==> src/rtl/btn_debounce_bank_pkg.sv <==
// Shared definitions for the button-conditioner bank.
// Provides the hold-FSM state type and a helper that sizes the hold counter
// so it can count up to the larger of the long-press and repeat intervals
// without wrapping.
package btn_pkg;

    // Per-channel hold tracking: released, pressed but not yet long, long-held.
    typedef enum logic [1:0] {
        IDLE,
        PRESSED,
        HELD
    } hold_state_t;

    // Width needed to hold any value 0..max(hold_ticks, repeat_ticks).
    function automatic int hold_cnt_width(input int hold_ticks, input int repeat_ticks);
        int max_ticks;
        max_ticks = (hold_ticks > repeat_ticks) ? hold_ticks : repeat_ticks;
        return (max_ticks < 1) ? 1 : $clog2(max_ticks + 1);
    endfunction

endpackage

==> src/rtl/btn_debounce_bank_if.sv <==
// Bundle of the control-panel button signals.
//   CE          : shared timing tick
//   BTN_IN      : raw button inputs, 1 = pressed
//   BTN_STATE   : debounced levels
//   PRESS_CEO   : one-clock strobe on each debounced rise
//   RELEASE_CEO : one-clock strobe on each debounced fall
//   LONG_CEO    : one-clock strobe when the hold time is reached
//   REPEAT_CEO  : one-clock auto-repeat strobe while long-held
// master = the side driving buttons and CE, slave = the conditioner.
interface btn_debounce_bank_if #(
    parameter int N_CH = 4
);

    logic            CE;
    logic [N_CH-1:0] BTN_IN;
    logic [N_CH-1:0] BTN_STATE;
    logic [N_CH-1:0] PRESS_CEO;
    logic [N_CH-1:0] RELEASE_CEO;
    logic [N_CH-1:0] LONG_CEO;
    logic [N_CH-1:0] REPEAT_CEO;

    modport master (
        output CE,
        output BTN_IN,
        input  BTN_STATE,
        input  PRESS_CEO,
        input  RELEASE_CEO,
        input  LONG_CEO,
        input  REPEAT_CEO
    );

    modport slave (
        input  CE,
        input  BTN_IN,
        output BTN_STATE,
        output PRESS_CEO,
        output RELEASE_CEO,
        output LONG_CEO,
        output REPEAT_CEO
    );

endinterface

==> src/rtl/btn_debounce_bank_ch.sv <==
// One button channel: two-flop synchroniser, saturating-stability debounce
// counter, hold FSM and registered event strobes.
//   CLK, RST    : clock and asynchronous active-high reset
//   ce          : timing tick, every counter advances only when high
//   btn_in      : raw asynchronous button input
//   btn_state   : debounced level
//   press_ceo   : strobe on the edge btn_state rises
//   release_ceo : strobe on the edge btn_state falls
//   long_ceo    : strobe HOLD_TICKS ticks after the press
//   repeat_ceo  : strobe every REPEAT_TICKS ticks after the long press
// Every output comes straight from a flop.
module btn_debounce_ch
    import btn_pkg::*;
#(
    parameter int CNTR_WIDTH   = 4,
    parameter int HOLD_TICKS   = 64,
    parameter int REPEAT_TICKS = 16,
    parameter int REPEAT_EN    = 1
) (
    input  logic CLK,
    input  logic RST,
    input  logic ce,
    input  logic btn_in,
    output logic btn_state,
    output logic press_ceo,
    output logic release_ceo,
    output logic long_ceo,
    output logic repeat_ceo
);

    localparam int HCW = hold_cnt_width(HOLD_TICKS, REPEAT_TICKS);
    localparam logic [HCW-1:0] HOLD_LAST   = HCW'(HOLD_TICKS - 1);
    localparam logic [HCW-1:0] REPEAT_LAST = HCW'(REPEAT_TICKS - 1);

    logic                  sync_d;
    logic                  sync_s1;
    logic                  level;
    logic [CNTR_WIDTH-1:0] db_cnt;

    logic upd;
    logic rise_upd;
    logic fall_upd;

    hold_state_t    hold_state;
    hold_state_t    hold_state_next;
    logic [HCW-1:0] hold_cnt;
    logic [HCW-1:0] hold_cnt_next;
    logic           long_next;
    logic           repeat_next;

    logic press_q;
    logic release_q;
    logic long_q;
    logic repeat_q;

    always_ff @(posedge CLK or posedge RST) begin
        if (RST) begin
            sync_d  <= 1'b0;
            sync_s1 <= 1'b0;
        end else begin
            sync_d  <= btn_in;
            sync_s1 <= sync_d;
        end
    end

    // Any tick on which the synchronised input agrees with the filtered
    // level restarts the stability count, which is what rejects bounces.
    always_ff @(posedge CLK or posedge RST) begin
        if (RST) begin
            db_cnt <= '0;
            level  <= 1'b0;
        end else if (sync_s1 == level) begin
            db_cnt <= '0;
        end else if (ce) begin
            if (db_cnt == '1) begin
                level  <= sync_s1;
                db_cnt <= '0;
            end else begin
                db_cnt <= db_cnt + 1'b1;
            end
        end
    end

    // The disagreement check keeps a stale all-ones count (left over from an
    // input that returned on the same edge it saturated) from firing an event.
    assign upd      = ce && (sync_s1 != level) && (db_cnt == '1);
    assign rise_upd = upd &&  sync_s1;
    assign fall_upd = upd && !sync_s1;

    always_ff @(posedge CLK or posedge RST) begin
        if (RST) begin
            hold_state <= IDLE;
            hold_cnt   <= '0;
        end else begin
            hold_state <= hold_state_next;
            hold_cnt   <= hold_cnt_next;
        end
    end

    // A release is tested first so it wins over a LONG or REPEAT threshold
    // landing on the same tick.
    always_comb begin
        hold_state_next = hold_state;
        hold_cnt_next   = hold_cnt;
        long_next       = 1'b0;
        repeat_next     = 1'b0;
        if (fall_upd) begin
            hold_state_next = IDLE;
            hold_cnt_next   = '0;
        end else begin
            case (hold_state)
                IDLE: begin
                    if (rise_upd) begin
                        hold_state_next = PRESSED;
                        hold_cnt_next   = '0;
                    end
                end
                PRESSED: begin
                    if (ce) begin
                        if (hold_cnt == HOLD_LAST) begin
                            long_next       = 1'b1;
                            hold_state_next = HELD;
                            hold_cnt_next   = '0;
                        end else begin
                            hold_cnt_next = hold_cnt + 1'b1;
                        end
                    end
                end
                HELD: begin
                    if ((REPEAT_EN != 0) && ce) begin
                        if (hold_cnt == REPEAT_LAST) begin
                            repeat_next   = 1'b1;
                            hold_cnt_next = '0;
                        end else begin
                            hold_cnt_next = hold_cnt + 1'b1;
                        end
                    end
                end
                default: begin
                    hold_state_next = IDLE;
                    hold_cnt_next   = '0;
                end
            endcase
        end
    end

    always_ff @(posedge CLK or posedge RST) begin
        if (RST) begin
            press_q   <= 1'b0;
            release_q <= 1'b0;
            long_q    <= 1'b0;
            repeat_q  <= 1'b0;
        end else begin
            press_q   <= rise_upd;
            release_q <= fall_upd;
            long_q    <= long_next;
            repeat_q  <= repeat_next;
        end
    end

    assign btn_state   = level;
    assign press_ceo   = press_q;
    assign release_ceo = release_q;
    assign long_ceo    = long_q;
    assign repeat_ceo  = (REPEAT_EN != 0) ? repeat_q : 1'b0;

endmodule

==> src/rtl/btn_debounce_bank.sv <==
// Multi-channel button conditioner for the PWM control panel.
//   CLK, RST : clock and asynchronous active-high reset
//   bus      : slave side of btn_debounce_bank_if (CE, BTN_IN in; debounced
//              levels and PRESS/RELEASE/LONG/REPEAT strobes out)
// N_CH independent btn_debounce_ch instances, outputs concatenated by index.
// The interface must be instantiated with the same N_CH.
module btn_debounce_bank
    import btn_pkg::*;
#(
    parameter int N_CH         = 4,
    parameter int CNTR_WIDTH   = 4,
    parameter int HOLD_TICKS   = 64,
    parameter int REPEAT_TICKS = 16,
    parameter int REPEAT_EN    = 1
) (
    input logic              CLK,
    input logic              RST,
    btn_debounce_bank_if.slave bus
);

    logic [N_CH-1:0] state_vec;
    logic [N_CH-1:0] press_vec;
    logic [N_CH-1:0] release_vec;
    logic [N_CH-1:0] long_vec;
    logic [N_CH-1:0] repeat_vec;

    for (genvar i = 0; i < N_CH; i++) begin : g_ch
        btn_debounce_ch #(
            .CNTR_WIDTH  (CNTR_WIDTH),
            .HOLD_TICKS  (HOLD_TICKS),
            .REPEAT_TICKS(REPEAT_TICKS),
            .REPEAT_EN   (REPEAT_EN)
        ) u_ch (
            .CLK        (CLK),
            .RST        (RST),
            .ce         (bus.CE),
            .btn_in     (bus.BTN_IN[i]),
            .btn_state  (state_vec[i]),
            .press_ceo  (press_vec[i]),
            .release_ceo(release_vec[i]),
            .long_ceo   (long_vec[i]),
            .repeat_ceo (repeat_vec[i])
        );
    end

    assign bus.BTN_STATE   = state_vec;
    assign bus.PRESS_CEO   = press_vec;
    assign bus.RELEASE_CEO = release_vec;
    assign bus.LONG_CEO    = long_vec;
    assign bus.REPEAT_CEO  = repeat_vec;

endmodule

==> src/flat_wrapper.sv <==
// flat-port wrapper written by rule: the top's interface ports become plain ports
module btn_debounce_bank_flat import btn_pkg::*;
#(
    parameter int N_CH         = 4,
    parameter int CNTR_WIDTH   = 4,
    parameter int HOLD_TICKS   = 64,
    parameter int REPEAT_TICKS = 16,
    parameter int REPEAT_EN    = 1
)
  (CLK, RST, bus_CE, bus_BTN_IN, bus_BTN_STATE, bus_PRESS_CEO, bus_RELEASE_CEO, bus_LONG_CEO, bus_REPEAT_CEO);
  btn_debounce_bank_if #(.N_CH(N_CH)) bus_i ();
  input logic CLK;
  input logic RST;
  input wire logic [$bits(bus_i.CE)-1:0] bus_CE;
  input wire logic [$bits(bus_i.BTN_IN)-1:0] bus_BTN_IN;
  output wire logic [$bits(bus_i.BTN_STATE)-1:0] bus_BTN_STATE;
  output wire logic [$bits(bus_i.PRESS_CEO)-1:0] bus_PRESS_CEO;
  output wire logic [$bits(bus_i.RELEASE_CEO)-1:0] bus_RELEASE_CEO;
  output wire logic [$bits(bus_i.LONG_CEO)-1:0] bus_LONG_CEO;
  output wire logic [$bits(bus_i.REPEAT_CEO)-1:0] bus_REPEAT_CEO;
  assign bus_i.CE = bus_CE;
  assign bus_i.BTN_IN = bus_BTN_IN;
  assign bus_BTN_STATE = bus_i.BTN_STATE;
  assign bus_PRESS_CEO = bus_i.PRESS_CEO;
  assign bus_RELEASE_CEO = bus_i.RELEASE_CEO;
  assign bus_LONG_CEO = bus_i.LONG_CEO;
  assign bus_REPEAT_CEO = bus_i.REPEAT_CEO;
  btn_debounce_bank #(.N_CH(N_CH), .CNTR_WIDTH(CNTR_WIDTH), .HOLD_TICKS(HOLD_TICKS), .REPEAT_TICKS(REPEAT_TICKS), .REPEAT_EN(REPEAT_EN)) u_core (.CLK(CLK), .RST(RST), .bus(bus_i));
endmodule
==> config.mk <==
export PLATFORM = sky130hd
export DESIGN_NAME = btn_debounce_bank_flat
export DESIGN_NICKNAME = d
export VERILOG_FILES = /design/src/rtl/btn_debounce_bank_pkg.sv /design/src/rtl/btn_debounce_bank_if.sv /design/src/rtl/btn_debounce_bank_ch.sv /design/src/rtl/btn_debounce_bank.sv /design/src/flat_wrapper.sv
export SDC_FILE = /design/constraint.sdc
export NUM_CORES = 1
export LEC_CHECK = 0
export CAP_MARGIN = 30
export CORE_UTILIZATION = 55
export CTS_BUF_LIST = sky130_fd_sc_hd__clkbuf_4
export DETAILED_ROUTE_END_ITERATION = 10
export DONT_BUFFER_PORTS = 1
export PLACE_DENSITY = 0.75
export SYNTH_ARGS = -nofsm -noshare
export SYNTH_HDL_FRONTEND = slang
export SYNTH_SLANG_ARGS = --single-unit
export TNS_END_PERCENT = 5
==> constraint.sdc <==
create_clock -name CLK -period 6 [get_ports CLK]
set_input_delay 1.8 -clock CLK [delete_from_list [all_inputs] [get_ports CLK]]
set_output_delay 1.8 -clock CLK [all_outputs]
set_load 0.02 [all_outputs]
# Word-level counts from Yosys, hierarchy flattened
# Index checks and enable logic that the tools add are counted.
[totals]
inputBits = 7
register_bits = 80
word_cells = 232
[op_classes]
n_addsub = 8
eq_ne = 48
bitwise_logic = 4
n_reduce_logical = 40
n_mux = 92
[op_table]
columns = ["cell", "n"]
rows = [
  ["$mux W7", 24],
  ["$pmux W7 S3", 4],
  ["$mux W4", 12],
  ["$ne A3 B3 Y1 const B", 16],
  ["$mux W1", 32],
  ["$mux W2", 16],
  ["$add A7 B1 Y7 const B", 4],
  ["$eq A7 B4 Y1 const B", 4],
  ["$eq A7 B6 Y1 const B", 4],
  ["$pmux W2 S3", 4],
  ["$reduce_and A3 Y1", 8],
  ["$add A4 B1 Y4 const B", 4],
  ["$eq A4 B4 Y1 const B", 4],
  ["$logic_and A1 B1 Y1", 16],
  ["$reduce_and A4 Y1", 4],
  ["$eq A2 B1 Y1 const B", 4],
  ["$eq A2 B2 Y1 const B", 4],
  ["$logic_not A2 Y1", 4],
  ["$ne A2 B2 Y1 const B", 4],
  ["$reduce_bool A2 Y1", 4],
  ["$eq A1 B1 Y1", 4],
  ["$logic_not A1 Y1", 4],
  ["$ne A1 B1 Y1", 4],
  ["$not A1 Y1", 4],
]

# Depth between registers and ports, before layout
[depth]
word_depth = 7
depth_mapped = 8
ltp_nobuf = 7

# Modules after synthesis
# A second synthesis with hierarchy kept.
[hier_totals]
cells_unflattened = 408
hier_area_um2 = 4108.9
[by_module_without_submodules]
columns = ["module", "area_each_um2", "seq_area_each_um2", "n_inst", "cells_each"]
rows = [
  ["btn_debounce_ch", 1027.2, 500.5, 4, 102],
]

# Worst setup path after synthesis
# No wires, ideal clock.
[synth_path]
path_type = "input port to flip-flop"
from = "in bus_CE"
to = "reg u_core.g_ch[1].u_ch.hold_cnt[6]"
required_ns = 5.874
n_path_buf = 0
path_slack_ns = 3.052
cell_stages = 5
arrival_ns = 2.822
cell_sequence = "nand4_1 > nor3b_2 > a211o_2 > nor2_1 > a221o_1"
[synth_between]
elab_chain_len = 5
[synth_rtl]
columns = ["element", "line", "text"]
rows = [
  ["start, declared", "flat_wrapper.sv:14", "input wire logic [$bits(bus_i.CE)-1:0] bus_CE;"],
  ["$logic_and A1 B1 Y1 * (2 in series)", "btn_debounce_bank_ch.sv:86", "assign upd = ce && (sync_s1 != level) && (db_cnt == '1);"],
  ["$logic_and A1 B1 Y1 *", "btn_debounce_bank_ch.sv:88", "assign fall_upd = upd && !sync_s1;"],
  ["net u_core.g_ch[1].u_ch.fall_upd", "btn_debounce_bank_ch.sv:42", "logic fall_upd;"],
  ["$ne A3 B3 Y1 (no line)", "n/a", ""],
  ["$reduce_and A3 Y1 (no line)", "n/a", ""],
  ["end signal, assigned", "btn_debounce_bank_ch.sv:96", "hold_cnt <= hold_cnt_next;"],
  ["end, declared", "btn_debounce_bank_ch.sv:46", "logic [HCW-1:0] hold_cnt;"],
]
# Mark *: on every way through the listed nets, which the timed path passes. The rest lies on a longest branch.
# A chain may end at the register's enable or synchronous reset.

# Worst setup path in the final report
[layout_path]
from = "reg u_core.g_ch[2].u_ch.level"
to = "out bus_BTN_STATE[2]"
[layout_rtl]
columns = ["element", "line", "text"]
rows = [
  ["start, declared", "btn_debounce_bank_ch.sv:37", "logic level;"],
  ["start signal, assigned", "btn_debounce_bank_ch.sv:76", "level <= sync_s1;"],
  ["end, declared", "flat_wrapper.sv:16", "output wire logic [$bits(bus_i.BTN_STATE)-1:0] bus_BTN_STATE;"],
]
# No word-level cell between the ends.

==> run_results.csv <==
group,metric,value,unit
min_path,min_path_type,"reg -> reg",
global_routing,via_count_of_the_first_global_routing_pass,2909,
critical_path,regToRegEndpoint,"u_core.g_ch[1].u_ch.hold_cnt[2]",
critical_path,arrival,0.99,ns
synth,netlist-cell-type-count,57,
critical_path,cp.required,4.20,ns
global_routing,maximum_number_of_pins_on_one_net_before_global_route_repair,46,
power_and_ir_drop,finalPower,0.9037,mW
critical_path,cp-end-kind,"output port",
floorplanning,number_of_standard_cell_rows_in_the_floorplan,31,
routing,first_iter_violations,194,
clock_network,cts_hold_repair.buffers,0,
cells_and_area,nets,435,
clock_network,number_of_cts_inserted_buffers,9,
floorplanning,chipWidth,89.90,um
routing,routed-via-count,3008,
sta,finalClockSkew,0.01311,ns
clock_network,cts_setup_buffers,0,
min_path,holdCritStartpoint,"u_core.g_ch[3].u_ch.sync_d",
critical_path,criticalPathCategory,"reg -> out",
min_path,min_path_cells,0,
sta,grt_setup_unrepaired,"no",
global_routing,gr-usage-all-layers,0.1956,
global_routing,number_of_antenna_violations_at_the_first_check_in_global_routing,0,
sta,finalCriticalPeriod,2.789,ns
min_path,hold-path-endpoint,"u_core.g_ch[3].u_ch.sync_s1",
routing,drc,0,
outcome,run_status,"complete, no violations",
routing,route.final.wire_length,7.382,mm
sta,slew_headroom,0.6026,
critical_path,reg2regPathDepth,6,
sta,final_max_slew_viol_count,0,
synth,synthCells,419,
clock_network,post_cts_resized,0,
critical_path,worstSetupStartpointType,"flop",
clock_network,clock_slew_at_reported_path_ffs,0.13,ns
cells_and_area,layout.cells.most_common_list,"dfrtp_1 (80), nor2_1 (39), nand2_1 (33)",
flow_run,cap_violations,0,
critical_path,critical_path.max_fanout,5,
global_routing,met2_resource_use_gr,0.3179,
synth,yosysWarningCount,0,
clock_network,cts_root_buf,"clkbuf_4",
cells_and_area,final.fill_count,610,
floorplanning,initial_core_util,0.5766,
cells_and_area,area_delta_synth_final,1.826,%
routing,drt-vias-per-instance,5.921,
clock_network,cts_tree,"yes",
clock_network,cts.sink_count,80,
synth,async_flop_share,1.000,
synth,synth-main-ff-cell,"dfrtp_1",
sta,clock.fmax,0.3586,GHz
synth,mappedNetlistArea,4249,um^2
floorplanning,dieArea,8081,um^2
sta,setup_viol_count_final,0,
clock_network,clock_latency,0.44,ns
synth,synth_nets,450,
routing,ant_nets,0,
routing,drtPass1Iterations,4,
floorplanning,floorplan.io_pins,27,
synth,avgSynthCellArea,10.14,um^2
clock_network,clockBufferDepth,2,
global_routing,grt-busiest-layer,"met2",
floorplanning,fp.coreArea,7370,um^2
global_routing,grt_use_met3,0.07530,
sta,final_critical_path_setup_slack,3.211,ns
clock_network,deepest_level_of_the_cts_h_tree,3,
routing,detail_route.wl_per_cell,14.53,um
synth,yosys_register_bits,80,
sta,worstMarginPinSlew,0.5954,ns
placement,dpl_worst_slack,2.803,ns
power_and_ir_drop,leakage,1.923,nW
power_and_ir_drop,vdd.ir_drop.worst,0.1167,mV
global_routing,grt_util_met1,0.2394,
cells_and_area,drive_gt1_frac,0.08068,
placement,io_buffer_count,0,
critical_path,timing.rr.start,"u_core.g_ch[1].u_ch.db_cnt[0]",
synth,synth-edff-count,0,
critical_path,rrSetupSlack,3.91,ns
sta,number_of_hold_violations_in_the_final_report,0,
floorplanning,fp.dieH,89.90,um
cells_and_area,final_common_cell,"dfrtp_1",
placement,place.detailed.hpwl,4.988,mm
synth,sequential_area_share_after_synthesis,0.4711,
global_routing,grt_pass1_wl,12.74,mm
cells_and_area,diodes,0,
sta,post-route-period-util,0.4648,
placement,gp_routability_congestion,0.8345,
sta,holdWs,0.3613,ns
global_routing,gr-total-overflow,0,
power_and_ir_drop,power.density,208.9,nW/um^2
sta,finalSetupTns,0,ns
## through the flow
step                      area (um^2)    util  cells
after floorplan                  4249       -    419
after global placement           4193  0.5689    492
after detailed placement         4193  0.5689    492
after CTS                        4327  0.5871    508
after global routing             4327  0.5871    508
final                            4327  0.5871    508
## cell usage after synthesis (all sizes together) (4+ instances only)
| cell type | number | area share |
|---|---|---|
| a21o | 10 | 0.018 |
| a21oi | 20 | 0.024 |
| a22o | 9 | 0.019 |
| and2 | 4 | 0.0059 |
| and3 | 6 | 0.0088 |
| buf | 25 | 0.043 |
| dfrtp | 80 | 0.47 |
| ha | 24 | 0.071 |
| inv | 18 | 0.016 |
| mux2i | 8 | 0.019 |
| nand2 | 33 | 0.029 |
| nand2b | 9 | 0.013 |
| nand3 | 12 | 0.014 |
| nand4 | 5 | 0.014 |
| nor2 | 39 | 0.034 |
| nor3 | 9 | 0.011 |
| nor4 | 6 | 0.0088 |
| o21ai | 25 | 0.029 |
| o21ba | 4 | 0.0094 |
| o22a | 4 | 0.0082 |
| or3 | 9 | 0.013 |
| xnor2 | 4 | 0.0082 |
| xor2 | 4 | 0.0082 |
## flip-flops by register name (all words and copies together), names as in the netlist
name,cells
u_core.g_ch.u_ch.btn_state,4
u_core.g_ch.u_ch.db_cnt,16
u_core.g_ch.u_ch.hold_cnt,28
u_core.g_ch.u_ch.hold_state,8
u_core.g_ch.u_ch.long_ceo,4
u_core.g_ch.u_ch.press_ceo,4
u_core.g_ch.u_ch.release_ceo,4
u_core.g_ch.u_ch.repeat_ceo,4
u_core.g_ch.u_ch.sync_d,4
u_core.g_ch.u_ch.sync_s1,4
## cell type report
class | instances | area (um^2) | area share
Clock inverter | 6 | 58.81 | 0.01359
Multi-Input combinational cell | 294 | 1991 | 0.4601
Tap cell | 99 | 123.9 | 0.02863
Sequential cell | 80 | 2002 | 0.4627
Clock buffer | 10 | 75.07 | 0.01735
Timing Repair Buffer | 1 | 7.507 | 0.001735
Inverter | 18 | 68.82 | 0.01591
## cell families after synthesis
logic type | count (synthesis) | share of synthesized area
fa+ha+maj | 24 | 0.07067
mux | 10 | 0.02415
simple gates | 145 | 0.1776
compound gates | 107 | 0.1796
flops | 80 | 0.4711
buf+inv | 45 | 0.06036
xor+xnor | 8 | 0.01649
## report_power, final
group	switching (mW)	leakage [nW]	internal, mW
clock	0.188	0.0719	0.130
combinational	0.0221	0.784	0.0104
sequential	0.00696	1.07	0.546
total	0.217	1.92	0.686
## metal layers
layer,up-vias,part of all wire
met2,53,0.49
li1,1471,-
met3,9,0.046
met1,1475,0.45
met4,0,0.014
met5,-,0
## worst max path at each step
stage	slack, ns	from	depth (start not counted)	endpoint
floorplan	2.15	RST	1	u_core.g_ch[0].u_ch.btn_state
global placement	2.87	bus_CE	5	u_core.g_ch[1].u_ch.hold_cnt[2]
detailed placement	2.80	bus_CE	5	u_core.g_ch[1].u_ch.hold_cnt[2]
CTS	3.17	u_core.g_ch[2].u_ch.btn_state	0	bus_BTN_STATE[2]
global route	3.14	u_core.g_ch[1].u_ch.btn_state	0	bus_BTN_STATE[1]
finish	3.21	u_core.g_ch[2].u_ch.btn_state	0	bus_BTN_STATE[2]
(Power assumes the default switching activity.)
